===== src/rtl/hazard_unit.sv =====
// Pipeline hazard control: load-use stall, MEM-resolved branch flush and
// multi-cycle memory freeze, plus saturating stall/flush event counters.
module hazard_unit #(
    parameter int MEM_LATENCY = 1,
    parameter int CNT_W       = 32
) (
    input  logic             clk,
    input  logic             reset,
    input  logic [6:0]       ifid_opcode,
    input  logic [4:0]       ifid_rs1,
    input  logic [4:0]       ifid_rs2,
    input  logic [4:0]       idex_rd,
    input  logic             idex_memread,
    input  logic             mem_branch_taken,
    input  logic             mem_access,
    output logic             stall,
    output logic             pc_write,
    output logic             ifid_write,
    output logic             flush_ifid,
    output logic             flush_idex,
    output logic             flush_exmem,
    output logic             freeze,
    output logic [CNT_W-1:0] stall_cycles,
    output logic [CNT_W-1:0] flush_events
);

    typedef enum logic {
        S_RUN,
        S_WAIT
    } state_t;

    // Freeze cycles after the first one, minus the release cycle.
    localparam logic [3:0] WAIT_INIT = (MEM_LATENCY > 1) ? 4'(MEM_LATENCY - 2) : 4'd0;
    localparam logic       MULTI_CYCLE = (MEM_LATENCY > 1);

    state_t           state_q, state_d;
    logic [3:0]       wcnt_q, wcnt_d;
    logic [CNT_W-1:0] stall_cycles_q, stall_cycles_d;
    logic [CNT_W-1:0] flush_events_q, flush_events_d;

    logic uses_rs1, uses_rs2, load_use, freeze_fsm;

    always_comb begin
        uses_rs1 = 1'b0;
        uses_rs2 = 1'b0;
        case (ifid_opcode)
            7'b0110011, 7'b0100011, 7'b1100011: begin
                uses_rs1 = 1'b1;
                uses_rs2 = 1'b1;
            end
            7'b0000011, 7'b0010011: uses_rs1 = 1'b1;
            default: ;
        endcase
    end

    assign load_use = idex_memread && (idex_rd != 5'd0) &&
                      ((uses_rs1 && (ifid_rs1 == idex_rd)) ||
                       (uses_rs2 && (ifid_rs2 == idex_rd)));

    always_comb begin
        state_d    = state_q;
        wcnt_d     = wcnt_q;
        freeze_fsm = 1'b0;
        case (state_q)
            S_RUN: begin
                if (mem_access && MULTI_CYCLE) begin
                    freeze_fsm = 1'b1;
                    wcnt_d     = WAIT_INIT;
                    state_d    = S_WAIT;
                end
            end
            S_WAIT: begin
                // wcnt==0 is the release cycle; mem_access is ignored here.
                if (wcnt_q != 4'd0) begin
                    freeze_fsm = 1'b1;
                    wcnt_d     = wcnt_q - 4'd1;
                end else begin
                    state_d = S_RUN;
                end
            end
            default: state_d = S_RUN;
        endcase
    end

    always_comb begin
        stall       = 1'b0;
        pc_write    = 1'b1;
        ifid_write  = 1'b1;
        flush_ifid  = 1'b0;
        flush_idex  = 1'b0;
        flush_exmem = 1'b0;
        freeze      = 1'b0;
        if (!reset) begin
            if (freeze_fsm) begin
                freeze     = 1'b1;
                pc_write   = 1'b0;
                ifid_write = 1'b0;
            end else if (mem_branch_taken) begin
                flush_ifid  = 1'b1;
                flush_idex  = 1'b1;
                flush_exmem = 1'b1;
            end else if (load_use) begin
                stall      = 1'b1;
                pc_write   = 1'b0;
                ifid_write = 1'b0;
            end
        end
    end

    always_comb begin
        stall_cycles_d = stall_cycles_q;
        flush_events_d = flush_events_q;
        if ((stall || freeze) && (stall_cycles_q != {CNT_W{1'b1}}))
            stall_cycles_d = stall_cycles_q + CNT_W'(1);
        if (flush_ifid && (flush_events_q != {CNT_W{1'b1}}))
            flush_events_d = flush_events_q + CNT_W'(1);
    end

    always_ff @(posedge clk or posedge reset) begin
        if (reset) begin
            state_q        <= S_RUN;
            wcnt_q         <= 4'd0;
            stall_cycles_q <= '0;
            flush_events_q <= '0;
        end else begin
            state_q        <= state_d;
            wcnt_q         <= wcnt_d;
            stall_cycles_q <= stall_cycles_d;
            flush_events_q <= flush_events_d;
        end
    end

    assign stall_cycles = stall_cycles_q;
    assign flush_events = flush_events_q;

endmodule

===== config.mk =====
export PLATFORM = sky130hd
export DESIGN_NAME = hazard_unit
export DESIGN_NICKNAME = d
export VERILOG_FILES = /design/src/rtl/hazard_unit.sv
export SDC_FILE = /design/constraint.sdc
export NUM_CORES = 1
export LEC_CHECK = 0
export ABC_CLOCK_PERIOD_IN_PS = 6000
export CAP_MARGIN = 25
export CORE_ASPECT_RATIO = 1.5
export CORE_MARGIN = 4
export CORE_UTILIZATION = 27
export DETAILED_ROUTE_END_ITERATION = 7
export PLACE_DENSITY_LB_ADDON = 0.2
export SLEW_MARGIN = 40
export SYNTH_ARGS = -nofsm -noshare
export SYNTH_HDL_FRONTEND = slang
export SYNTH_SLANG_ARGS = --single-unit

===== constraint.sdc =====
create_clock -name clk -period 6 [get_ports clk]
set_input_delay 0.6 -clock clk [delete_from_list [all_inputs] [get_ports clk]]
set_output_delay 0.6 -clock clk [all_outputs]
set_load 0.01 [all_outputs]

# Yosys cells after proc, flatten, opt, wreduce, memory -nomap -nowiden
# Cells that the tools add are included.
# totals
register_bits	69
in_bits	27
out_inout_bits	71
word_cells	46
# op_classes
addsub	3
eq_ne	9
mux	17
reduce_logical	13
# ops
cell	n
adder 32 x 1 -> 32 bit, second input constant	2
!= test 32 bit, second input constant	2
two-way mux 1 bit	17
equality test 7 x 6 -> 1 bit, second input constant	2
equality test 5 bit	2
equality test 7 x 2 -> 1 bit, second input constant	1
equality test 7 x 5 -> 1 bit, second input constant	1
equality test 7 bit, second input constant	1
logical AND 1 bit	6
nonzero test 5 bit	1
OR reduction 5 bit	1
nonzero test 4 bit	1
subtractor 4 x 1 -> 4 bit, second input constant	1
OR reduction 3 bit	1
logical OR 1 bit	2
AND reduction 2 bit	1

# Longest topological paths before layout
# logic_depth
ltp_word	12
mapped_depth	9
depth_no_buf	9

# Worst setup path before layout
# Ideal clock, no wire load.
# synth_timing
kind	input to output
start	input port idex_rd[1]
end	output port pc_write
arrival_ns	1.968
required_time_ns	5.400
slack_ns	3.432
stages	6
path_buffers	2
path_cell_list	or4_1 -> o21ai_0 -> nor3_1 -> o22ai_1 -> buf_2 -> buf_4
# synth_via
elab_chain_cells	8
elab_cells_between_ends	12
cone_classes	2 x eq/ne; 4 x mux; 6 x reduce/logical
# synth_lines
element	line_no	source
start, declared	12	input logic [4:0] idex_rd,
equality test 5 bit, on equally long branches	57, 58	
logical AND 1 bit, on equally long branches	57, 58	
logical OR 1 bit	57	((uses_rs1 && (ifid_rs1 == idex_rd)) ||
logical AND 1 bit (*)	56	assign load_use = idex_memread && (idex_rd != 5'd0) &&
two-way mux 1 bit (*) (4 in a row)	n/a	
end, declared	17	output logic pc_write,
# Every way passes the cells marked *; elsewhere a longest branch is shown, timed or not.

# Worst setup path after layout
# layout_timing
start	input port idex_rd[1]
end	output port pc_write
# layout_via
elab_chain_cells	8
elab_cells_between_ends	12
cone_classes	2 x eq/ne; 4 x mux; 6 x reduce/logical
# layout_lines
element	line_no	source
equality test 5 bit, on equally long branches	57, 58	
logical AND 1 bit, on equally long branches	57, 58	
logical OR 1 bit	57	
logical AND 1 bit (*)	56	
two-way mux 1 bit (*)	102	end else if (load_use) begin
two-way mux 1 bit (*)	98	end else if (mem_branch_taken) begin
two-way mux 1 bit (*)	94	if (freeze_fsm) begin
two-way mux 1 bit (*)	93	if (!reset) begin
# Marked as above.

==> impl_metrics.py <==
metrics = {
    "synthesis": {
        "yosysSeqAreaShare": 0.490,
        "synth_seq_cells": 69,
        "synthTopCellsByArea": "dfrtp_1 49%, xor2_1 10%, xnor2_1 8.0%",
        "synth_common_cells": "69 x dfrtp_1, 41 x xor2_1, 32 x xnor2_1",
        "synthCells": 344,
        "synth.most_common_cell": "dfrtp_1",
        "syn_area_sq_mm": 0.00352,
        "synth_edf_count": 0,
        "ys_dominant_reg_cell": "dfrtp_1",
        "synthDistinctLibCells": 39,
        "async_reset_ff_frac": 1.00,
        "syn_area_per_cell_sq_um": 10.2,
        "synth_top_area_cell": "dfrtp_1",
        "synth_nets": 374,
        "synth_top_area_frac": 0.490,
        "ys_warn_count": 0,
    },
    "floorplan": {
        "die_area_sq_mm": 0.0150,
        "initial_utilization": 0.279,
        "io_pins": 98,
        "die_w_microns": 101,
        "die_y_microns": 148,
        "core_sq_mm": 0.0126,
        "rows": 50,
    },
    "finish": {
        "area_delta_synth_final_pct": 39.9,
        "insertedDiodeCount": 0,
        "multi_input_comb_area_sq_mm": 0.00170,
        "regArea_sq_mm": 0.00173,
        "nFillCells": 1252,
        "drive_above_1_share": 0.0584,
        "nets": 472,
        "finalNonFillerCells": 601,
        "stdcell_area_sq_mm": 0.00493,
    },
    "pwr": {
        "p_comb_frac": 0.135,
        "leakagePower_nw": 2.10,
        "p_sw_mw": 0.288,
        "power_density_mw_per_mm2": 245,
        "seqPwrFrac": 0.442,
        "p_int_mw": 0.922,
        "p_sw_frac": 0.238,
        "vdd_drop_max_mv": 0.165,
        "power_frac_clock": 0.423,
    },
    "hold_path": {
        "hold_class": "flip-flop to flip-flop",
    },
    "grt": {
        "grt_max_degree": 70,
        "overflow": 0,
        "antenna_found_initial": 0,
        "grt_pass1_vias": 3046,
        "grt_usage": 0.126,
        "grt_pass1_wl_mm": 15.2,
    },
    "clocking": {
        "numCtsBuffers": 9,
        "clk_latency_ns": 0.32,
        "cts-htree-levels": 3,
        "cts_resized": 0,
        "cts_tree": "done",
        "cts.sinks": 69,
        "clk_pin_slew_worst_paths_ns": 0.05,
        "cts_hold_buf": 0,
        "cts_root_buffer": "clkbuf_16",
        "postCtsSetupRepairBufs": 0,
        "clockBufferDepth": 2,
    },
    "sta": {
        "rsz0062_at_grt": "no",
        "hold_viol_final": 0,
        "slew_viol_final": 0,
        "setup-tns-final_ns": 0,
        "fin_crit_sh": 0.594,
        "tightest_slew_ns": 0.655,
        "clock.fmax_ghz": 0.280,
        "skew_ns": 0.00426,
        "hold_ws_ns": 0.483,
        "setup_viol": 0,
        "slew-limit-headroom": 0.560,
        "min_period_ns": 3.57,
    },
    "drt": {
        "postRouteAntennaNets": 0,
        "drt_wl_total_mm": 9.09,
        "wl_per_cell_microns": 15.1,
        "vias_per_cell": 4.72,
        "first_pass_iters": 4,
        "drc": 0,
        "vias": 2834,
        "first_iter_violations": 43,
    },
    "worst_setup_path": {
        "worstSetupEndpointType": "output pin",
        "startpoint_type": "primary input",
        "path_max_fanout": 33,
        "crit_type": "primary input to output pin",
        "arrival_ns": 2.97,
        "required_ns": 5.40,
    },
    "place": {
        "dp_cells": 587,
        "io_buffers": 96,
        "gp_congestion": 0.753,
        "dp_hpwl_mm": 6.66,
        "placed_area_sq_mm": 0.00465,
    },
    "run": {
        "maxCapViolations": 0,
    },
    "run_status": {
        "status": "finished clean",
    },
}
==> per-layer routing <==
layer	routed length, microns	part of all wire	GRT usage	vias up
li1	-	-	-	1384
met1	3720	0.41	0.147	1360
met2	4650	0.51	0.215	75
met3	516	0.057	0.0392	15
met4	205	0.023	0.0472	0
met5	0	0	0	-
==> area by class of cell <==
cell class,instances,area share
Inverter,10,0.00761
Timing Repair Buffer,99,0.200
Tap cell,156,0.0396
Clock buffer,12,0.0500
Clock inverter,2,0.00711
Multi-Input combinational cell,253,0.345
Sequential cell,69,0.350
==> path summary, 6_finish.rpt <==
kind	startpoint	end	slack (ns)	cells after the start
max in group asynchronous	reset	stall_cycles[1]	4.66	3
min in group asynchronous	reset	flush_events[3]	0.89	3
worst max register to register	wcnt_q[0]	flush_events[31]	3.37	8
worst min-delay path	stall_cycles[22]	stall_cycles[22]	0.48	1
worst min register to register	stall_cycles[22]	stall_cycles[22]	0.48	1
worst max-delay path	idex_rd[1]	pc_write	2.43	7
==> power by group through the flow <==
stage | Combinational [mW] | Sequential, mW | Clock [mW]
after floorplan | 0.0563 | 0.551 | 0
after global placement | 0.163 | 0.543 | 0
after detailed placement | 0.167 | 0.543 | 0
after CTS | 0.167 | 0.535 | 0.529
after global routing | 0.180 | 0.540 | 0.548
final | 0.163 | 0.535 | 0.512
==> registers in the layout, summed over array words and instances, names as in the netlist <==
name          count
flush_events     32
stall_cycles     32
state_q           1
wcnt_q            4
==> cell usage in the layout, fill, tap and decap left out, drive strengths merged <==
cell,count
xor2,41
nor2,23
nor4b,4
bufinv,1
buf,3
dfrtp,69
or4,4
and2,4
nor2b,2
nor4,8
nand3,22
nor3b,3
nand3b,1
mux2,2
or3,6
and3,6
a21oi,2
or3b,1
o21ai,5
nor3,23
a21boi,1
nand2b,1
clkdlybuf4s50,96
clkbuf,12
o31ai,1
xnor2,32
nand2,30
o22ai,2
inv,10
and4,9
nand4,15
or2,1
o211ai,1
ha,3
clkinv,1
==> kinds of logic after synthesis <==
family | share of synthesized area
AOI/OAI and AO/OA | 0.0238
xor gates and xnor gates | 0.181
adders and majority gates | 0.0107
buffers and inverters | 0.0291
DFF | 0.490
muxes | 0.00639
and+or+nand+nor | 0.259
==> worst max-delay path, cell delays in order <==
cell and delay, ns:
clkdlybuf4s50_1 0.47, or4_1 0.53, o21ai_0 0.17, nor3_1 0.09, o22ai_2 0.13, buf_4 0.35, clkdlybuf4s50_1 0.61
==> through the flow <==
stage               setup slack, ns  utilization  power (mW)
finish                         2.43        0.390        1.21
global route                   2.32        0.390        1.27
CTS                            2.41        0.390        1.23
detailed placement             2.41        0.368       0.709
global placement               2.41        0.368       0.706
floorplan                      3.43            -       0.607
(Power assumes the default switching activity.)
